<file path="src/rtl/conway_cell.sv">
// conway_cell
// -----------------------------------------------------------------------------
// Single-cell rule engine for a Game of Life array. Given the cell's current
// state and its 3-bit live-neighbour count, produces the next-generation state
// combinationally and as a registered copy. The birth/survive rule is held in
// two runtime-writable 8-bit masks that reset to standard Life (B3/S23).
//
// Parameters
//   BIRTH_DEFAULT   birth mask loaded at reset (bit k: dead cell with count k is born)
//   SURVIVE_DEFAULT survive mask loaded at reset (bit k: live cell with count k survives)
//
// Ports
//   clk          in   1  clock, rising edge
//   rstn         in   1  synchronous active-low reset
//   enable       in   1  generation-advance strobe for the registered outputs
//   state_in     in   1  current cell state (1 = alive)
//   nsum         in   3  live-neighbour count modulo 8
//   rule_we      in   1  rule write strobe
//   birth_in     in   8  new birth mask, taken when rule_we=1
//   survive_in   in   8  new survive mask, taken when rule_we=1
//   next_state   out  1  combinational next state
//   next_state_q out  1  registered next state
//   born_q       out  1  one-cycle pulse: last enabled step was 0->1
//   died_q       out  1  one-cycle pulse: last enabled step was 1->0
//   birth_mask   out  8  current birth rule register
//   survive_mask out  8  current survive rule register
//
// Handshake: none. enable and rule_we are plain single-edge strobes; each edge
// with the strobe high performs one action, and either may be held high
// continuously.
// -----------------------------------------------------------------------------
module conway_cell #(
  parameter logic [7:0] BIRTH_DEFAULT   = 8'b0000_1000,
  parameter logic [7:0] SURVIVE_DEFAULT = 8'b0000_1100
) (
  input  logic       clk,
  input  logic       rstn,
  input  logic       enable,
  input  logic       state_in,
  input  logic [2:0] nsum,
  input  logic       rule_we,
  input  logic [7:0] birth_in,
  input  logic [7:0] survive_in,
  output logic       next_state,
  output logic       next_state_q,
  output logic       born_q,
  output logic       died_q,
  output logic [7:0] birth_mask,
  output logic [7:0] survive_mask
);

  // Power-up values match the reset values.
  logic [7:0] birth_r   = BIRTH_DEFAULT;
  logic [7:0] survive_r = SURVIVE_DEFAULT;
  logic       nsq_r     = 1'b0;
  logic       born_r    = 1'b0;
  logic       died_r    = 1'b0;

  // A true count of 8 aliases to 0 and is treated exactly as 0; under Life
  // rules both are lethal, so no overflow indication is needed.
  logic rule_out;
  always_comb begin
    rule_out = 1'b0;
    if (state_in) rule_out = survive_r[nsum];
    else          rule_out = birth_r[nsum];
  end

  // Rule registers. A write on the same edge as an enabled step does not
  // affect that step: the registered path below reads the pre-edge masks.
  always_ff @(posedge clk) begin
    if (!rstn) begin
      birth_r   <= BIRTH_DEFAULT;
      survive_r <= SURVIVE_DEFAULT;
    end else if (rule_we) begin
      birth_r   <= birth_in;
      survive_r <= survive_in;
    end
  end

  // Registered path. born/died are cleared on any non-enabled edge so each
  // enabled step produces at most a single-cycle pulse.
  always_ff @(posedge clk) begin
    if (!rstn) begin
      nsq_r  <= 1'b0;
      born_r <= 1'b0;
      died_r <= 1'b0;
    end else if (enable) begin
      nsq_r  <= rule_out;
      born_r <= ~state_in & rule_out;
      died_r <= state_in & ~rule_out;
    end else begin
      born_r <= 1'b0;
      died_r <= 1'b0;
    end
  end

  assign next_state   = rule_out;
  assign next_state_q = nsq_r;
  assign born_q       = born_r;
  assign died_q       = died_r;
  assign birth_mask   = birth_r;
  assign survive_mask = survive_r;

endmodule

</file>
<file path="config.mk">
export PLATFORM = sky130hd
export DESIGN_NAME = conway_cell
export DESIGN_NICKNAME = d
export VERILOG_FILES = /design/src/rtl/conway_cell.sv
export SDC_FILE = /design/constraint.sdc
export NUM_CORES = 1
export LEC_CHECK = 0
export BUFFER_PORTS_ARGS = -buffer_cell sky130_fd_sc_hd__buf_2
export CORE_ASPECT_RATIO = 0.9
export CORE_UTILIZATION = 46
export DETAILED_ROUTE_END_ITERATION = 16
export PLACE_DENSITY = 0.86
export SYNTH_ARGS = -nofsm -noshare
export SYNTH_HDL_FRONTEND = slang
export SYNTH_SLANG_ARGS = --single-unit
</file>
<file path="constraint.sdc">
create_clock -name clk -period 3.1 [get_ports clk]
set_input_delay 0.31 -clock clk [delete_from_list [all_inputs] [get_ports clk]]
set_output_delay 0.31 -clock clk [all_outputs]
set_load 0.005 [all_outputs]
</file>
# Yosys cells after proc, flatten, opt, wreduce, memory -nomap -nowiden
# Index checks and enable logic that the tools add are counted.
[word_totals] ff_bits=19 out_inout_bits=20 word_cells=16
[op_classes] order_cmp=1 mux=5 n_bitwise=4 reduce_logical=1
[ops] operator="$bmux W1 S3" count=2
[ops] operator="$lt A3 B4 Y1 const B" count=1
[ops] operator="$mux W1" count=3
[ops] operator="$and A1 B1 Y1" count=2
[ops] operator="$not A1 Y1" count=2
[ops] operator="$reduce_and A2 Y1" count=1

# Depth between registers and ports, before layout
[depth] word_depth=5 mapped_depth=4 ltp_nobuf=4

# Least setup slack after synthesis
# No wires, ideal clock.
[synth_timing] path_kind="input to output" from="in nsum[1]" to="out next_state" t_arrival_ns=1.230 path_slack_ns=1.560 stages=4 path_buffers=0 cell_sequence="mux4_2 o2bb2ai_2 a311oi_2 or2_1"
[synth_via] elab_chain_cells=3 elab_cells_between_ends=5 cone_classes="mux (5)"
[synth_rtl] element="start: declaration" line_no="40" source="input logic [2:0] nsum,"
[synth_rtl] element="$bmux W1 S3 (on tied branches)" line_no="65, 64"
[synth_rtl] element="$mux W1 (on tied branches)" line_no="65, 64"
[synth_rtl] element="$mux W1 *" line_no="64" source="if (state_in) rule_out = survive_r[nsum];"
[synth_rtl] element="end: declaration" line_no="44" source="output logic next_state,"
# Every way passes the cells marked *; elsewhere a longest branch is shown, timed or not. The select of a mux whose other input is x is not followed.

# Final worst setup path
[layout_timing] from="reg survive_r[7] (netlist: survive_mask[7])" to="out next_state"
[layout_via] elab_chain_cells=3
[layout_rtl] element="start: declaration" line_no="54" source="logic [7:0] survive_r = SURVIVE_DEFAULT;"
[layout_rtl] element="start signal: assignment" line_no="76" source="survive_r <= survive_in;"
[layout_rtl] element="$bmux W1 S3" line_no="64"
[layout_rtl] element="$mux W1 (not written as such)" line_no="64"
[layout_rtl] element="$mux W1" line_no="64"
# Every way passes these cells. The select of a mux whose other input is x is not followed.

==> flow_summary.json <==
{
  "status": "finished, final reports clean",
  "initial_core_util": 0.4934,
  "hold_buffers": 0,
  "synth_seq_area_share": 0.4537,
  "synthCells": 73,
  "vias_per_cell": 4.837,
  "grt_pass1_wl_um": 2608,
  "synth_fa_ha_area_frac": 0,
  "drt-initial-drc-count": 1,
  "final_antenna_net_count": 0,
  "synth-simple-area-share": 0.1448,
  "worstPathMaxFanout": 3,
  "hp-class": "input pin to flop",
  "grt_pass1_vias": 626,
  "crit_slowest_cell": "mux4_2",
  "worstReg2RegStart": "survive_mask[7]",
  "start_kind": "flop",
  "crit_arrival_ns": 1.69,
  "drc": 0,
  "synth_xor_area_frac": 0,
  "io_pins": 44,
  "place_ws_ns": 1.215,
  "cts_tree": "yes",
  "worst_slew_pin_slew_ns": 0.4643,
  "cts_made_buffers": 3,
  "maxCapViolCount": 0,
  "drive_gt1_frac": 0.4188,
  "powerDensity_mw_per_mm2": 433.4,
  "layout.nets": 142,
  "criticalPathCategory": "flop to output pin",
  "fmax_mhz": 499.9,
  "crit_required_ns": 2.79,
  "rsz0062_at_grt": "false",
  "holdPathStages": 3,
  "min-delay-start": "survive_in[3]",
  "min_to": "survive_mask[3]",
  "cts_setup_buffers": 0,
  "cts_resized": 0,
  "clockBufferDepth": 2,
  "ys.warnings.count": 0,
  "end_kind": "output pin",
  "skew_ns": 0.002238,
  "antenna_found_initial": 0,
  "htree_num_levels": 1,
  "p_leak_uw": 0.0005708,
  "synth_top_family_by_area": "multiplexers",
  "die_x_um": 47,
  "reg2regPathDepth": 4,
  "syn-num-nets": 97,
  "die-area_mm2": 0.001998,
  "final_common_cell": "buf_2",
  "synth_mux_area_frac": 0.3164,
  "setup_viol": 0,
  "track_usage": 0.1856,
  "r2r_slack_ns": 1.67,
  "synth_area_um2": 838.3,
  "setup-tns-final_ns": 0,
  "worst_ir_drop_vdd_mv": 0.3473,
  "wl_um": 1674,
  "gp_congestion": 0.7497,
  "cp_slowest_stage_delay_ns": 0.48,
  "rows": 14,
  "clockRootBuffer": "clkbuf_4",
  "slew_headroom": 0.6904,
  "final_hold_viol_count": 0,
  "vias": 682,
  "die_h_um": 42.50,
  "fin_crit_ns": 2.001,
  "grt_max_degree": 20,
  "syn_avg_cell_area_um2": 11.48,
  "synth_cell_types": 17,
  "nFillCells": 156,
  "overflow": 0,
  "synth-compound-area-share": 0.05522,
  "cts.clk_slew.worst_paths_ns": 0.10,
  "ys_ff_latch": 19,
  "r2r_end": "next_state_q",
  "min_period_over_period": 0.6453,
  "antenna_cells": 0,
  "area_growth_pct": 30.75,
  "worst_slack_ns": 1.099,
  "drtPass1Iterations": 2,
  "final_cell_mix": "43 x buf_2, 19 x mux2i_1, 19 x dfxtp_1, 13 x nor2b_1",
  "wl_per_cell_um": 11.87,
  "cts_sinks": 19,
  "cp_cell_sequence": "mux4_2, o2bb2ai_2, a311oi_2, or2_1, buf_2",
  "core_area_mm2": 0.001699,
  "clock_latency_ns": 0.29,
  "portBuffers": 43,
  "drv_slew": 0
}
[registers in the layout, summed over array words and instances (netlist names)]
| register | flops |
|---|---|
| birth_mask | 8 |
| survive_mask | 8 |
| born_q | 1 |
| died_q | 1 |
| next_state_q | 1 |
[Yosys cell counts, drive strengths merged]
cell type / instances / area [µm²]
o2bb2ai: 1 / 15.01
a311oi: 1 / 15.01
nor2: 3 / 11.26
nor2b: 13 / 81.33
nand2: 3 / 11.26
mux2i: 19 / 190.2
o21a: 1 / 7.510
mux4: 3 / 75.07
nand3: 1 / 5.000
o31a: 1 / 8.760
inv: 3 / 11.26
dfxtp: 19 / 380.4
and3: 1 / 6.260
buf: 2 / 10.01
clkbuf: 1 / 3.750
or2: 1 / 6.260
[area by class of cell]
cell class,instances,area [µm²],share of cell area
multi-input cells,48,432.9,0.3950
flip-flops and latches,19,380.4,0.3470
repair buffers,43,215.2,0.1963
well taps,24,30.03,0.02740
clock buffers,4,26.28,0.02397
inverters,3,11.26,0.01027
[power breakdown]
group	internal (µW)	switching (µW)
Combinational	47.5	36.0
Sequential	258	9.87
Clock	50.0	73.3
Total	356	119
[worst max-delay path, delay by kind of cell (launching register included)]
kind | cells | cell delay [ns]
buf+inv | 1 | 0.12
mux | 1 | 0.48
simple gates | 1 | 0.24
compound gates | 2 | 0.21
flops | 1 | 0.34
[kinds of logic (layout without fill, tap and decap cells)]
family,after synthesis,after routing
AO/OA/AOI/OAI,4,4
flip-flops,19,19
multiplexers,22,22
AND/OR/NAND/NOR,22,22
buffers and inverters,6,50
[worst max-delay path by stage]
stage,start,endpoint,cells after the start
global route,birth_mask[4],next_state,5
detailed placement,nsum[1],next_state,6
floorplan,nsum[1],next_state,4
finish,survive_mask[7],next_state,5
global placement,nsum[1],next_state,6
CTS,survive_mask[7],next_state,5
[metrics by stage]
stage            util  hold WS, ns  total power [µW]  std cells  instance area (µm²)
6_report       0.6451       0.2307             475.0        141                 1096
5_1_grt        0.6451       0.2325             499.8        141                 1096
4_1_cts        0.6451       0.2224             479.9        141                 1096
3_5_place_dp   0.6296       0.5064             358.1        137                 1070
3_3_place_gp   0.6296       0.4806             354.4        137                 1070
2_1_floorplan       -       0.4359             318.3         73                838.3
[layer usage]
layer	routed length [µm]	GRT usage
met5	0	0
met4	11	0.08571
met3	103	0.03879
met2	770	0.2778
met1	788	0.2507
(Power assumes the default switching activity.)
